### src/rtl/tmdb_trig_tx.sv
// Trigger-frame transmitter: queues flagged events with their BCID and sends 3-word frames.
// Latency: det edge to W0 is 2 cycles when idle; each word holds until tx_ready, and a full FIFO drops events.
module tmdb_trig_tx #(
    parameter int          FIFO_DEPTH = 4,
    parameter int          BC_MAX     = 3563,
    parameter logic [15:0] IDLE_WORD  = 16'hBC50
) (
    input  logic               clk,
    input  logic               rst,
    input  logic [3:0]         det,
    input  logic signed [18:0] e6,
    input  logic signed [18:0] e56,
    input  logic               bcr,
    input  logic               tx_ready,
    output logic [15:0]        tx_data,
    output logic               tx_valid,
    output logic               tx_sof,
    output logic [11:0]        bcid,
    output logic [7:0]         drop_cnt
);
    localparam int AW = $clog2(FIFO_DEPTH);

    typedef struct packed {
        logic [11:0] bc;
        logic [3:0]  det;
        logic [11:0] e6;
        logic [11:0] e56;
    } evt_t;

    typedef enum logic [1:0] {S_IDLE, S_W0, S_W1, S_W2} state_t;

    function automatic logic [11:0] sat(input logic signed [18:0] x);
        if (x[18])
            return 12'h000;
        else if (|x[17:12])
            return 12'hFFF;
        else
            return x[11:0];
    endfunction

    evt_t        mem [FIFO_DEPTH];
    evt_t        frame;
    logic [AW-1:0] wr_ptr, rd_ptr;
    logic [AW:0]   count;
    logic          full, empty, wr_en, pop;
    state_t        state, state_n;

    assign full  = (count == (AW+1)'(FIFO_DEPTH));
    assign empty = (count == '0);
    assign wr_en = (|det) && !full;

    always_ff @(posedge clk or posedge rst) begin
        if (rst)
            bcid <= '0;
        else if (bcr)
            bcid <= '0;
        else if (bcid == 12'(BC_MAX))
            bcid <= '0;
        else
            bcid <= bcid + 12'd1;
    end

    always_ff @(posedge clk or posedge rst) begin
        if (rst)
            drop_cnt <= '0;
        else if ((|det) && full && (drop_cnt != 8'hFF))
            drop_cnt <= drop_cnt + 8'd1;
    end

    always_ff @(posedge clk) begin
        if (wr_en)
            mem[wr_ptr] <= '{bc: bcid, det: det, e6: sat(e6), e56: sat(e56)};
    end

    // Full is judged on pre-edge occupancy, so a same-cycle pop never admits an extra write.
    always_ff @(posedge clk or posedge rst) begin
        if (rst) begin
            wr_ptr <= '0;
            rd_ptr <= '0;
            count  <= '0;
        end else begin
            if (wr_en)
                wr_ptr <= wr_ptr + 1'b1;
            if (pop)
                rd_ptr <= rd_ptr + 1'b1;
            case ({wr_en, pop})
                2'b10:   count <= count + 1'b1;
                2'b01:   count <= count - 1'b1;
                default: count <= count;
            endcase
        end
    end

    always_ff @(posedge clk or posedge rst) begin
        if (rst) begin
            state <= S_IDLE;
            frame <= '0;
        end else begin
            state <= state_n;
            if (pop)
                frame <= mem[rd_ptr];
        end
    end

    always_comb begin
        state_n  = state;
        pop      = 1'b0;
        tx_valid = 1'b0;
        tx_sof   = 1'b0;
        tx_data  = IDLE_WORD;
        case (state)
            S_IDLE: begin
                if (!empty) begin
                    pop     = 1'b1;
                    state_n = S_W0;
                end
            end
            S_W0: begin
                tx_valid = 1'b1;
                tx_sof   = 1'b1;
                tx_data  = {4'hA, frame.bc};
                if (tx_ready)
                    state_n = S_W1;
            end
            S_W1: begin
                tx_valid = 1'b1;
                tx_data  = {frame.det, frame.e6};
                if (tx_ready)
                    state_n = S_W2;
            end
            S_W2: begin
                tx_valid = 1'b1;
                tx_data  = {4'h5, frame.e56};
                if (tx_ready) begin
                    if (!empty) begin
                        pop     = 1'b1;
                        state_n = S_W0;
                    end else begin
                        state_n = S_IDLE;
                    end
                end
            end
        endcase
    end
endmodule

### config.mk
export PLATFORM = sky130hd
export DESIGN_NAME = tmdb_trig_tx
export DESIGN_NICKNAME = d
export VERILOG_FILES = /design/src/rtl/tmdb_trig_tx.sv
export SDC_FILE = /design/constraint.sdc
export NUM_CORES = 1
export LEC_CHECK = 0
export ABC_CLOCK_PERIOD_IN_PS = 2800
export CORE_ASPECT_RATIO = 0.5
export CORE_MARGIN = 5
export CORE_UTILIZATION = 55
export DETAILED_ROUTE_END_ITERATION = 16
export PLACE_DENSITY = 0.77
export SLEW_MARGIN = 40
export SYNTH_ARGS = -nofsm -noshare
export SYNTH_HDL_FRONTEND = slang
export SYNTH_SLANG_ARGS = --single-unit
### constraint.sdc
create_clock -name clk -period 2.8 [get_ports clk]
set_input_delay 0.42 -clock clk [delete_from_list [all_inputs] [get_ports clk]]
set_output_delay 0.42 -clock clk [all_outputs]
set_load 0.01 [all_outputs]
==> metrics.md <==
| Metric | Value |
|---|---|
| Status | `finished, final reports clean` |
| Syn Area/Cell | `17.3 sq um` |
| Ys flop type | `edfxtp_1` |
| Finished Layout Cells | `876` |
| Drc violations | `0` |
| Max Freq | `roughly 0.36 GHz` |
| Worst-path clk slew | `roughly 0.070 ns` |
| Crit-path max cell delay | `roughly 0.5 ns` |
| VDD IR max | `502 uV` |
| Tcrit/Tclk final | `0.979` |
| Largest net degree at the start of global routing | `70` |
| Reg2Reg Depth | `9` |
| GPL Wtd Cong | `a little under 0.8` |
| Switch Pwr | `slightly above 0.004 W` |
| Routed vias | `just over 5000` |
| Antenna violations before repair | `0` |
| Total length of routed wires | `about 19 mm` |
| Die area | `about 20000 sq um` |
| Top cell family by delay on the critical path | `buffers and inverters` |
| Post-DR wirelength/cell | `about 22 microns` |
| Critical Path RT | `2.38 ns` |
| Setup CP Type | `reg2out` |
| Syn-to-layout area delta | `19.5%` |
| Post-Synth XOR/XNOR Area | `0.0206` |
| RSZ-0062 raised after global routing | `true` |
| Hold Worst Slack | `about 0.34 ns` |
| Grt ovf | `0` |
| Post-DRT Antenna Nets | `0` |
| Nets@finish | `between 600 and 700` |
| Largest family of logic cells by synthesized area | `multiplexers` |
| YS warnings | `0` |
| Vias in the first global route | `between 5000 and 6000` |
| Library cells used by synthesis | `around 40` |
| Combinational Power Share | `0.359` |
| Crit. End Element | `output port` |
| Commonest non-fill, non-tap cell in the layout | `edfxtp_1` |
| Initial Utilization | `0.566` |
| Clk sinks | `between 200 and 250` |
| # fillers | `1085` |
| Via-to-Cell Ratio | `between 5 and 6` |
| Overall Power | `between 0.01 and 0.015 W` |
| Worst reg2reg setup slack | `0.39 ns` |
| Simple-gate area share of the yosys netlist | `0.0625` |
| Final Max Tran Viols | `0` |
| CTS tree | `done` |
| CTS Buf Count | `20` |
| Mux cell area share after synthesis | `0.151` |
| Max stage delay cell, worst path | `clkdlybuf4s50_1` |
| Max Fanout on Critical Path | `16` |
| Final HPWL from detailed placement | `12.0 mm` |
| Share of cells above drive strength 1 | `0.219` |
| Total track usage | `0.198` |
| Worst rel slew slack | `0.569` |
| WP data arrival | `2.32 ns` |
| Leak Pwr | `4.11 nW` |
| Least-Margin Pin Slew | `between 0.6 and 0.7 ns` |
| Final WS setup | `0.0591 ns` |
| Port Buffers | `83` |
| Synth Net Count | `about 600` |
| Crit path cell chain | `ha_1 -> buf_4 -> a222oi_1 -> nor2_1 -> clkdlybuf4s50_1` |
| P_int | `0.00893 W` |
| Yosys reg bits | `229` |
| Fraction of registers with async set or reset after synthesis | `0.301` |
| First drt pass iteration count | `7` |
| Core ar. | `approximately 17000 sq um` |
| Final Hold Violating Endpoints | `0` |
| Reg power frac | `0.435` |
| Mapped Area | `9340 sq um` |
| Clock skew | `around 0.014 ns` |
| Post-synthesis cell count | `540` |
| Sequential-to-total area share from yosys stat | `0.699` |
| Die Y | `between 100 and 150 microns` |
| R2r endpoint | `count[2]$_DFFE_PP0P_` |
| Compound-Gate Fraction of Synth Area | `0.0249` |
| Drt first-iter violations | `just over 400` |
| Std cell rows | `33` |
| Max clock buf depth | `3` |
| Worst skew pair latency | `~0.5 ns` |
| H-tree depth | `1` |
| Number of enable flip-flop cells after synthesis | `160` |
| Global-route wire length before repair | `30.2 mm` |
| Clk pwr share | `0.206` |
| # diodes | `0` |
| Reg2reg start | `state[0]$_DFFE_PP0P_` |
| Buffers inserted by post-CTS timing repair | `0` |
| Commonest cells after routing, fill and taps aside | `edfxtp_1, clkdlybuf4s50_1, nor2_1, dfrtp_1, mux4_2` |
| Buf+Inv Stages, Crit Path | `2` |
| Switch share | `0.312` |
| Boundary Pins | `84` |
| Post-Place Setup Slack | `between 0.07 and 0.08 ns` |
| Placed cell count | `between 800 and 900` |
| Root Driver | `clkbuf_16` |
| Final setup viols | `0` |
| Pwr Density | `~1200 nW/um^2` |
| Synth Area in Adders | `0.0182` |
| Hold Crit Class | `in2async` |
| Crit path time final | `roughly 2.7 ns` |
| Hold Buf Count CTS | `0` |
| Maxcap violations | `0` |
| Die W | `194 microns` |
| Setup crit start kind | `flop` |
-- cells by family after synthesis --
| kind of cell | after synthesis |
|---|---|
| flops | 229 |
| compound gates | 31 |
| simple gates | 126 |
| fa+ha+maj | 13 |
| mux | 81 |
| xor+xnor | 22 |
| buf+inv | 38 |
-- Yosys cell counts (2+ instances only) --
| cell | n | share of area |
|---|---|---|
| nand2_1 | 16 | 0.0064 |
| ha_1 | 12 | 0.016 |
| clkbuf_1 | 14 | 0.0056 |
| nor2_1 | 76 | 0.031 |
| a21oi_1 | 8 | 0.0043 |
| mux4_2 | 39 | 0.094 |
| edfxtp_1 | 160 | 0.51 |
| and2_1 | 4 | 0.0027 |
| xor2_1 | 17 | 0.016 |
| inv_1 | 12 | 0.0048 |
| nand3_1 | 10 | 0.0054 |
| a22oi_1 | 4 | 0.0032 |
| nor4_1 | 3 | 0.0020 |
| nor3_1 | 4 | 0.0021 |
| mux2_2 | 28 | 0.034 |
| and4_1 | 2 | 0.0019 |
| a222oi_1 | 8 | 0.0086 |
| o21ai_0 | 4 | 0.0021 |
| mux2_4 | 13 | 0.021 |
| xnor2_1 | 5 | 0.0047 |
| buf_2 | 3 | 0.0016 |
| nand4_1 | 4 | 0.0027 |
| dfrtp_1 | 69 | 0.18 |
| buf_6 | 8 | 0.0096 |
-- tightest hold or removal path: cells and delay by family --
| kind | cells | cell delay [ns] |
|---|---|---|
| buffers and inverters | 3 | 0.80 |
-- layer usage --
layer  global-route usage  part of all wire  routed length, microns  up-vias
met3               0.0270             0.042                     800       32
met1                0.271              0.43                    8180     2626
met2                0.346              0.50                    9580      131
met5                    0                 0                       0        -
li1                     -                 -                       -     2249
met4               0.0508             0.022                     421        0
-- state kept, by name, indices dropped and copies added (netlist names) --
register and flops:
mem 160, bcid 12, drop_cnt 8, count 3, wr_ptr 2, state 2, frame 40, rd_ptr 2
-- power groups by stage --
stage               registers, W  logic, W  clock network (W)
floorplan                0.00543   0.00318                  0
global placement         0.00559   0.00451                  0
detailed placement       0.00567   0.00460                  0
CTS                      0.00564   0.00470            0.00272
global route             0.00574   0.00498            0.00288
finish                   0.00564   0.00466            0.00268
-- metrics by stage --
step / cell area, sq um / utilization / TNS, ns
floorplan: 9340 / - / 0
global placement: 10500 / 0.635 / 0
detailed placement: 10500 / 0.635 / 0
CTS: 11200 / 0.675 / 0
global route: 11200 / 0.676 / -0.0170
finish: 11200 / 0.676 / 0
-- worst max path at each step --
stage                          from              endpoint  slack, ns  depth (start not counted)
5_1_grt        state[0]$_DFFE_PP0P_            tx_data[0]      -0.02                          5
3_3_place_gp                 det[1]  count[2]$_DFFE_PP0P_       0.14                         10
3_5_place_dp                 det[0]  count[2]$_DFFE_PP0P_       0.08                         10
6_report       state[0]$_DFFE_PP0P_            tx_data[5]       0.06                          5
2_1_floorplan  state[0]$_DFFE_PP0P_  count[2]$_DFFE_PP0P_       0.33                         10
4_1_cts        state[0]$_DFFE_PP0P_            tx_data[0]       0.02                          5
-- final cells by class --
type	instances	area [sq um]	share of cell area
tap	227	284	0.0254
sequential	229	6540	0.585
inverter	12	45.0	0.00403
multi-input combinational	273	2640	0.236
clock inverter	4	22.5	0.00202
timing repair buffer	99	1030	0.0919
clock buffer	32	618	0.0553
-- timing repair --
| item | CTS | global route |
|---|---|---|
| pin swaps | 0 | 1 |
| gates resized for setup | 5 | 3 |
| setup endpoints to repair | 16 | 15 |
Power figures use the tool's default switching activity.
